## src/rtl/sound_pkg.sv

```systemverilog
// -----------------------------------------------------------------------------
// sound_pkg
//   Shared definitions for the PWM audio link receive path.
//   Holds default sizing (PWM resolution, sample width, period width,
//   hysteresis and loss-of-lock window) and the state enums used by the
//   frame/lock FSM and the pitch tracker.
// -----------------------------------------------------------------------------
package sound_pkg;

  localparam int N_DEFAULT           = 8;
  localparam int SAMPLE_W_DEFAULT    = N_DEFAULT + 2;
  localparam int P_W_DEFAULT         = 12;
  localparam int HYST_DEFAULT        = 4;
  localparam int LOSS_FRAMES_DEFAULT = 255;

  // Pitch tracker half-wave state
  typedef enum logic {
    NEG = 1'b0,
    POS = 1'b1
  } trk_state_t;

  // Frame alignment state
  typedef enum logic {
    UNLOCKED = 1'b0,
    LOCKED   = 1'b1
  } lock_state_t;

  // Width of a reconstructed sample for a given PWM resolution
  function automatic int sample_width(input int n);
    return n + 2;
  endfunction

endpackage

```

## src/rtl/pwm_line_meter.sv

```systemverilog
// -----------------------------------------------------------------------------
// pwm_line_meter
//   Front end for one PWM line of the differential pair.
//   Brings the asynchronous line into the clk domain, remembers its level at
//   the previous tick to flag rising edges, and counts how many ticks the line
//   was high since the last clear.
// Ports
//   clk, reset  : system clock, synchronous active-high reset
//   tick        : one-clk strobe per PWM step; the line is only sampled here
//   line        : asynchronous PWM input
//   clear       : on a tick, restart the count (with enable, this tick counts)
//   enable      : on a tick, add this tick's level to the count
//   level       : synchronised line level
//   rise        : tick with line high now and low at the previous tick
//   count_now   : high-tick count including the current tick's level
// -----------------------------------------------------------------------------
module pwm_line_meter #(
  parameter int N = 8
) (
  input  logic         clk,
  input  logic         reset,
  input  logic         tick,
  input  logic         line,
  input  logic         clear,
  input  logic         enable,
  output logic         level,
  output logic         rise,
  output logic [N:0]   count_now
);

  logic         sync1;
  logic         sync2;
  logic         prev;
  logic [N:0]   count;

  // Two-flop synchroniser runs every clock; the previous-tick level and the
  // high counter only move on tick cycles so they track PWM steps, not clocks.
  // A clear with enable restarts the count at this tick's level, which is how
  // a frame start is folded into the new frame.
  always_ff @(posedge clk) begin
    if (reset) begin
      sync1 <= 1'b0;
      sync2 <= 1'b0;
      prev  <= 1'b0;
      count <= '0;
    end else begin
      sync1 <= line;
      sync2 <= sync1;
      if (tick) begin
        prev <= sync2;
        if (clear) begin
          count <= enable ? {{N{1'b0}}, sync2} : '0;
        end else if (enable) begin
          count <= count_now;
        end
      end
    end
  end

  // The count seen by the frame logic already includes the current tick, so
  // a frame-end tick contributes to the sample it closes.
  assign level     = sync2;
  assign rise      = tick & sync2 & ~prev;
  assign count_now = count + {{N{1'b0}}, sync2};

endmodule

```

## src/rtl/pwm_pair_decoder.sv

```systemverilog
// -----------------------------------------------------------------------------
// pwm_pair_decoder
//   Receive end of the differential PWM audio link. Locks to the PWM frame
//   using rising edges on either line, measures each line's high time per
//   frame and emits one signed sample per frame (pos - neg). A hysteretic
//   zero-crossing tracker reports the tone period in frames.
// Ports
//   clk, reset    : system clock, synchronous active-high reset
//   tick          : one-clk strobe per PWM step
//   pwm_pos/neg   : asynchronous PWM lines
//   sample        : signed N+2-bit sample, pos_cnt - neg_cnt
//   sample_valid  : one-clk strobe, sample updated
//   locked        : frame alignment held
//   sync_err      : one-clk strobe, rising edge off frame start while locked
//   overlap_err   : one-clk strobe, both lines high on the same tick
//   period        : frames between successive upward zero crossings
//   period_valid  : one-clk strobe, period updated
// -----------------------------------------------------------------------------
module pwm_pair_decoder
  import sound_pkg::*;
#(
  parameter int N           = N_DEFAULT,
  parameter int P_W         = P_W_DEFAULT,
  parameter int HYST        = HYST_DEFAULT,
  parameter int LOSS_FRAMES = LOSS_FRAMES_DEFAULT
) (
  input  logic                clk,
  input  logic                reset,
  input  logic                tick,
  input  logic                pwm_pos,
  input  logic                pwm_neg,
  output logic [N+1:0]        sample,
  output logic                sample_valid,
  output logic                locked,
  output logic                sync_err,
  output logic                overlap_err,
  output logic [P_W-1:0]      period,
  output logic                period_valid
);

  localparam int                    LW         = $clog2(LOSS_FRAMES + 1);
  localparam logic [N-1:0]          FRAME_LAST = '1;
  localparam logic [P_W-1:0]        PCNT_MAX   = '1;
  localparam logic signed [N+1:0]   HYST_POS   = (N+2)'(HYST);
  localparam logic signed [N+1:0]   HYST_NEG   = -HYST_POS;

  lock_state_t         state, state_next;
  logic [N-1:0]        fcnt, fcnt_next;
  logic [LW-1:0]       loss_cnt, loss_next;
  logic                frame_rise, frame_rise_next;

  trk_state_t          trk, trk_next;
  logic                armed, armed_next;
  logic [P_W-1:0]      pcnt, pcnt_next, pcnt_inc;
  logic                period_fire;

  logic                meter_clear, meter_enable;
  logic                pos_level, neg_level, pos_rise, neg_rise, any_rise;
  logic [N:0]          pos_now, neg_now;
  logic                emit, resync, drop_lock, overlap;
  logic signed [N+1:0] sample_next;

  pwm_line_meter #(.N(N)) u_pos (
    .clk       (clk),
    .reset     (reset),
    .tick      (tick),
    .line      (pwm_pos),
    .clear     (meter_clear),
    .enable    (meter_enable),
    .level     (pos_level),
    .rise      (pos_rise),
    .count_now (pos_now)
  );

  pwm_line_meter #(.N(N)) u_neg (
    .clk       (clk),
    .reset     (reset),
    .tick      (tick),
    .line      (pwm_neg),
    .clear     (meter_clear),
    .enable    (meter_enable),
    .level     (neg_level),
    .rise      (neg_rise),
    .count_now (neg_now)
  );

  assign any_rise    = pos_rise | neg_rise;
  assign sample_next = $signed({1'b0, pos_now}) - $signed({1'b0, neg_now});
  assign locked      = (state == LOCKED);

  // Frame/lock FSM. A rising edge while unlocked, or off position 0 while
  // locked, restarts the frame with this tick as position 0. Resync is tested
  // before frame end so an edge on the last tick drops the partial frame.
  // The loss counter only counts complete frames that saw no rising edge.
  always_comb begin
    state_next      = state;
    fcnt_next       = fcnt;
    loss_next       = loss_cnt;
    frame_rise_next = frame_rise;
    meter_clear     = 1'b0;
    meter_enable    = 1'b0;
    emit            = 1'b0;
    resync          = 1'b0;
    drop_lock       = 1'b0;
    overlap         = 1'b0;
    if (tick) begin
      case (state)
        UNLOCKED: begin
          if (any_rise) begin
            state_next      = LOCKED;
            fcnt_next       = N'(1);
            meter_clear     = 1'b1;
            meter_enable    = 1'b1;
            loss_next       = '0;
            frame_rise_next = 1'b1;
          end
        end
        LOCKED: begin
          overlap = pos_level & neg_level;
          if (any_rise && (fcnt != '0)) begin
            resync          = 1'b1;
            fcnt_next       = N'(1);
            meter_clear     = 1'b1;
            meter_enable    = 1'b1;
            loss_next       = '0;
            frame_rise_next = 1'b1;
          end else if (fcnt == FRAME_LAST) begin
            emit            = 1'b1;
            meter_clear     = 1'b1;
            fcnt_next       = '0;
            frame_rise_next = 1'b0;
            if (frame_rise) begin
              loss_next = '0;
            end else if (loss_cnt == LW'(LOSS_FRAMES - 1)) begin
              drop_lock  = 1'b1;
              state_next = UNLOCKED;
              loss_next  = '0;
            end else begin
              loss_next = loss_cnt + 1'b1;
            end
          end else begin
            meter_enable = 1'b1;
            fcnt_next    = fcnt + 1'b1;
            if (any_rise) begin
              frame_rise_next = 1'b1;
            end
          end
        end
        default: state_next = UNLOCKED;
      endcase
    end
  end

  // Pitch tracker, advanced once per emitted sample. The period reported on
  // an upward crossing is the pcnt value before this sample, because the
  // previous crossing's sample was already counted as 1. Losing lock puts the
  // tracker back to its post-reset state so a stale half-cycle never yields a
  // period.
  always_comb begin
    trk_next    = trk;
    armed_next  = armed;
    pcnt_next   = pcnt;
    period_fire = 1'b0;
    pcnt_inc    = (pcnt == PCNT_MAX) ? pcnt : pcnt + 1'b1;
    if (drop_lock) begin
      trk_next   = NEG;
      armed_next = 1'b0;
      pcnt_next  = '0;
    end else if (emit) begin
      case (trk)
        NEG: begin
          if (sample_next > HYST_POS) begin
            period_fire = armed && (pcnt != PCNT_MAX);
            trk_next    = POS;
            pcnt_next   = P_W'(1);
            armed_next  = 1'b1;
          end else begin
            pcnt_next = pcnt_inc;
          end
        end
        POS: begin
          if (sample_next < HYST_NEG) begin
            trk_next = NEG;
          end
          pcnt_next = pcnt_inc;
        end
        default: trk_next = NEG;
      endcase
    end
  end

  // State and output registers. Strobes follow the tick by one clock;
  // sample and period hold their last value between updates.
  always_ff @(posedge clk) begin
    if (reset) begin
      state        <= UNLOCKED;
      fcnt         <= '0;
      loss_cnt     <= '0;
      frame_rise   <= 1'b0;
      trk          <= NEG;
      armed        <= 1'b0;
      pcnt         <= '0;
      sample       <= '0;
      sample_valid <= 1'b0;
      sync_err     <= 1'b0;
      overlap_err  <= 1'b0;
      period       <= '0;
      period_valid <= 1'b0;
    end else begin
      state        <= state_next;
      fcnt         <= fcnt_next;
      loss_cnt     <= loss_next;
      frame_rise   <= frame_rise_next;
      trk          <= trk_next;
      armed        <= armed_next;
      pcnt         <= pcnt_next;
      sample_valid <= emit;
      sync_err     <= resync;
      overlap_err  <= overlap;
      period_valid <= period_fire;
      if (emit) begin
        sample <= sample_next;
      end
      if (period_fire) begin
        period <= pcnt;
      end
    end
  end

endmodule

```

## config.mk

```make
export PLATFORM = sky130hd
export DESIGN_NAME = pwm_pair_decoder
export DESIGN_NICKNAME = d
export VERILOG_FILES = /design/src/rtl/sound_pkg.sv /design/src/rtl/pwm_line_meter.sv /design/src/rtl/pwm_pair_decoder.sv
export SDC_FILE = /design/constraint.sdc
export NUM_CORES = 1
export LEC_CHECK = 0
export CAP_MARGIN = 25
export CORE_MARGIN = 2
export CORE_UTILIZATION = 40
export DETAILED_ROUTE_END_ITERATION = 7
export HOLD_SLACK_MARGIN = 0.03
export MAX_ROUTING_LAYER = met4
export PLACE_DENSITY = 0.66
export SYNTH_ARGS = -nofsm -noshare
export SYNTH_HDL_FRONTEND = slang
export SYNTH_SLANG_ARGS = --single-unit
```

## constraint.sdc

```tcl
create_clock -name clk -period 10.4 [get_ports clk]
set_input_delay 2.08 -clock clk [delete_from_list [all_inputs] [get_ports clk]]
set_output_delay 2.08 -clock clk [all_outputs]
set_load 0.02 [all_outputs]
```

[Word level (Yosys, flattened, before mapping)]
Index checks and enable logic that the tools add are counted.
Widths: inputs -> output; s select.
Operators by class
  add/subtract/negate cells: 6
  magnitude comparators: 2
  eq/ne operators: 6
  multiplexer cells: 54
  bitwise logic cells: 11
  reductions and logical operators: 10
Operator list (number)
  $mux 8: 8
  $mux 9: 4
  $mux 1: 32
  $pmux 8 s2: 2
  $mux 12: 2
  $pmux 12 s2: 1
  $add 9x1->9: 2
  $add 8x1->8 const B: 2
  $eq 8x8->1 const B: 2
  $add 12x1->12 const B: 1
  $eq 12x12->1 const B: 1
  $ne 12x12->1 const B: 1
  $gt 10x4->1 const B: 1
  $lt 10x3->1 const B: 1
  $pmux 1 s2: 5
  $sub 9x9->10: 1
  $reduce_bool 8->1: 1
  $reduce_and 3->1: 2
  $and 1x1->1: 5
  $not 1->1: 5
  $reduce_and 2->1: 2
  $ne 3x1->1 const B: 1
  $reduce_or 3->1: 1
  $logic_and 1x1->1: 2
  other kinds (4): 4
Storage, ports and cells
  register bits after elaboration: 82

[Longest topological paths before layout]
  word-level depth: 9
  depth in mapped cells: 15
  depth with buffers taken out: 13

[Hierarchy]
From an unflattened synthesis, not the netlist that was laid out.
Unflattened totals
  cell total of the unflattened synthesis: 537
  area total of the unflattened synthesis: 4495.6 µm²
By module, submodules not included
  pwm_pair_decoder: times used 1, cells each 379, area each 3184.3 µm², sequential area each 1161.1 µm²
  pwm_line_meter: times used 2, cells each 79, area each 655.6 µm², sequential area each 240.2 µm²

[Worst setup path before layout]
OpenSTA, ideal clock, no wires.
  kind: input -> register
  from: in tick
  to: reg loss_cnt[4]
  arrival time: 3.852 ns
  data required time: 10.330 ns
  setup slack: 6.478 ns
  stages: 7
  path through: a21boi_0 > o41ai_1 > nand2_1 > o21a_1 > nand3_1 > or4b_2 > a21oi_1
On the way
  cells in the longest elaborated chain, start to end: 6
Ends and longest elaborated chain
  from (decl): RTL line pwm_pair_decoder.sv:29  | input logic tick,
  $and 1x1->1 (2 in a row): RTL line pwm_line_meter.sv:63  | assign rise = tick & sync2 & ~prev;
  $or 1x1->1: RTL line pwm_pair_decoder.sv:87  | assign any_rise = pos_rise | neg_rise;
  $logic_and 1x1->1: RTL line pwm_pair_decoder.sv:120  | if (any_rise && (fcnt != '0)) begin
  $ne 3x1->1 (no line) / $mux 8 (equally long branches)
  $reduce_and 3->1 (no line) / $pmux 8 s2 (equally long branches)
  to (signal assigned): RTL line pwm_pair_decoder.sv:212  | loss_cnt <= loss_next;
  to (decl): RTL line pwm_pair_decoder.sv:49  | logic [LW-1:0] loss_cnt, loss_next;
Several ways; a longest one is shown, not always the timed one.
A chain may end at the register's enable or synchronous reset.

[Final worst setup path]
  from: in tick
  to: reg period[9]
On the way
  cells in the longest elaborated chain, start to end: 9
Ends and longest elaborated chain
  $and 1x1->1 (2 in a row): RTL line pwm_line_meter.sv:63
  $or 1x1->1: RTL line pwm_pair_decoder.sv:87
  $logic_and 1x1->1: RTL line pwm_pair_decoder.sv:120
  $mux 1: RTL line pwm_pair_decoder.sv:120
  $mux 1: RTL line pwm_pair_decoder.sv:107  | case (state)
  $mux 1: RTL line pwm_pair_decoder.sv:106  | if (tick) begin
  $mux 1: RTL line pwm_pair_decoder.sv:169  | end else if (emit) begin
  $mux 1 (*): RTL line pwm_pair_decoder.sv:165  | if (drop_lock) begin
  to (signal assigned): RTL line pwm_pair_decoder.sv:225  | period <= pcnt;
  to (decl): RTL line pwm_pair_decoder.sv:37  | output logic [P_W-1:0] period,
Mark *: on every way between the ends. The rest lies on a longest branch, timed or not.

==> qor.yml <==
synth:
  synth_area_um2: 4362
  synth_ff_type: "dfxtp_1"
  synth_edf_count: 0
  avgSynthCellArea_um2: 8.620
  synth_cell_types: 70
  ys_ff_latch: 82
  yosysWarnings: 0
  synthCells: 506
  synth_fp_nets: 525
  ys_async_sr_fraction: 0
  synth_seq_area_share: 0.3764
timing:
  clock_skew_ns: 0.006476
  setup_viol: 0
  final.setup.tns_ns: 0
  worst_pin_slew_ns: 0.9364
  fin_crit_ns: 4.608
  finalMaxSlewViolations: 0
  rsz0062_at_grt: "no"
  period_share: 0.4431
  relSlewSlack: 0.3758
  fmax_mhz: 217.0
  timing_hold_violations_final: 0
placement:
  port_buffers: 31
  post-place-cells: 660
  place_congestion: 0.8344
  dp_hpwl_um: 6801
setup_path:
  r2r_start: "u_neg.level"
  cp_data_arrival_time_ns: 4.81
  worstSetupPathType: "input port to register"
  worstPathRequired_ns: 10.60
  max_stage_delay_ns: 0.59
  reg2reg_depth: 12
  startpoint: "tick"
  setup.worst_path.end: "period[9]"
  start_kind: "input port"
  critPathSlowestCell: "and4_1"
  crit_path_max_fanout: 13
  rr_endpoint: "period[9]"
  critPathCaptureType: "register"
  path_cells: "clkdlybuf4s50_1 -> a21boi_0 -> o41ai_1 -> and4_1 -> nand2_1 -> nor3b_1 -> o311ai_4 -> mux2i_1 -> nor2_1"
  regToRegSetupSlack_ns: 6.08
finish:
  drive_above_1_share: 0.06716
  instances_no_fill: 676
  diodes: 0
  nets: 550
  area_growth_pct: 13.34
grt:
  grt_overflow: 0
  grt_use_total: 0.1745
  grt_pass1_vias: 3501
  grt_max_degree: 51
  antenna_found_initial: 0
  grt_pass1_wl_um: 16150
power:
  max-vdd-ir-drop_v: 0.00009514
  power.leakage_nw: 1.851
  p_per_area_nw_per_um2: 123.0
flow_run:
  maxCapViolations: 0
floorplan:
  die_h_um: 108.4
  start_util: 0.4059
  num_rows: 38
  core_um2: 10750
  dieArea_um2: 11760
  die_x_um: 108.4
  top_level_ports: 32
clock_tree:
  cts_setup_buffers: 0
  htree_levels: 3
  hold_buffers: 0
  clkSinkCount: 82
  cts_tree: "yes"
  cts_made_buffers: 9
  clock_path_buffers: 2
  clk_latency_ns: 0.35
  cts_root_buf: "clkbuf_8"
  cts.reportedPaths.clkPinSlew_ns: 0.08
  cts-resized-gates: 0
detailed_routing:
  routed_via_density: 5.478
  drc: 0
  drt_iter0_drc: 202
  drt-total-wl_um: 9415
  firstDrtPassIters: 4
  ant_nets: 0
  num_vias: 3703
  drt-wirelength-per-cell_um: 13.93
min_path:
  hold_class: "register to register"
status:
  status: "completed"
## metrics by stage
stage                 util  worst slack, ns  hold slack, ns  power, mW  instance area (um2)
global placement    0.4410            5.517          0.4162     0.3772                 4738
finish              0.4601            5.792          0.4425     0.6083                 4943
CTS                 0.4601            5.773          0.4523     0.6168                 4943
global route        0.4601            5.540          0.4662     0.6338                 4943
floorplan                -            6.478          0.4138     0.3661                 4362
detailed placement  0.4410            5.400          0.4324     0.3781                 4738
## critical path: cells and delay by family
| family | cells | cell delay, ns |
|---|---|---|
| AOI/OAI and AO/OA | 3 | 0.77 |
| muxes | 1 | 0.24 |
| and+or+nand+nor | 4 | 1.20 |
| buffers and inverters | 1 | 0.52 |
## how the worst min path moves through the flow
stage                     start          end  slack (ns)  cells past startpoint
floorplan           u_neg.sync1  u_neg.level        0.41                      1
global placement    u_neg.sync1  u_neg.level        0.42                      1
detailed placement  u_pos.sync1  u_pos.level        0.43                      1
CTS                 u_pos.sync1  u_pos.level        0.45                      1
global route        u_pos.sync1  u_pos.level        0.47                      1
finish              u_pos.sync1  u_pos.level        0.44                      1
## metal layers
layer	track usage	wire, um	part of all wire	up-vias
met2	0.2862	4469	0.47	80
met3	0.02954	390	0.041	12
met4	0.05037	133	0.014	0
met1	0.2211	4422	0.47	1739
li1	-	-	-	1872
met5	-	0	0	-
## where the power goes
group | total (mW) | switching (mW) | leakage (nW) | internal (mW)
Sequential | 0.318 | 0.00232 | 0.662 | 0.316
Combinational | 0.0527 | 0.0346 | 1.09 | 0.0181
Clock | 0.237 | 0.112 | 0.100 | 0.125
Total | 0.608 | 0.149 | 1.85 | 0.459
## flip-flops by register name, indices dropped and copies added, names as in the netlist, 8 cells and up
register     count
fcnt             8
loss_cnt         8
pcnt            12
period          12
sample          10
u_neg.count      9
u_pos.count      9
## kinds of logic (layout without fill, tap and decap cells)
logic type,count (synthesis),in the layout,share of synthesized area
compound gates,103,103,0.1767
flops,82,82,0.3764
xor+xnor,34,34,0.07000
fa+ha+maj,15,15,0.04418
buf+inv,29,59,0.03499
mux,14,14,0.03213
simple gates,229,229,0.2656
## cells in the final DEF, fill, tap and decap left out, types with 11 or more instances in the layout
cell type and n:
mux2i_1 14, a21oi_1 24, xnor2_1 14, nand2_1 35, nand3_1 22, xor2_1 19
clkdlybuf4s50_1 30, nand4_1 12, ha_1 13, clkbuf_8 11, nor2_1 78, nor3_1 23
o21ai_0 15, dfxtp_1 82
## final cells by class
type	count	area, um2
sequential	82	1642
clock buffer	13	158.9
tap	140	175.2
inverter	11	41.29
timing repair buffer	32	312.8
clock inverter	3	46.29
multi-input combinational	395	2567
fill	1123	5802
## cells in the mapped netlist (all sizes together), types with 2 or more instances
master / number / share of area
o31a: 3 / 0.0060
or4: 2 / 0.0043
and4: 5 / 0.010
nor3: 23 / 0.026
xnor2: 15 / 0.032
or2: 2 / 0.0029
a2bb2oi: 2 / 0.0040
o31ai: 2 / 0.0066
nand2: 35 / 0.030
and3: 9 / 0.013
a211oi: 9 / 0.015
o21ai: 16 / 0.019
a211o: 4 / 0.0083
a2111oi: 3 / 0.0063
or4b: 2 / 0.0046
a21boi: 3 / 0.0052
xor2: 19 / 0.038
o41ai: 2 / 0.0040
nor2: 78 / 0.067
nor3b: 3 / 0.0052
o21a: 7 / 0.012
nand2b: 6 / 0.0086
nand4: 13 / 0.022
nor2b: 9 / 0.013
mux2i: 14 / 0.032
o211ai: 5 / 0.0086
or3: 9 / 0.014
ha: 13 / 0.037
inv: 11 / 0.0095
o311ai: 3 / 0.014
buf: 5 / 0.011
a21oi: 24 / 0.028
a41o: 2 / 0.0052
clkbuf: 12 / 0.013
a31oi: 2 / 0.0029
nand3: 23 / 0.028
o2111ai: 2 / 0.0040
dfxtp: 82 / 0.38
nand3b: 3 / 0.0052
and2: 5 / 0.0077
a22oi: 6 / 0.010
Power figures use the tool's default switching activity.
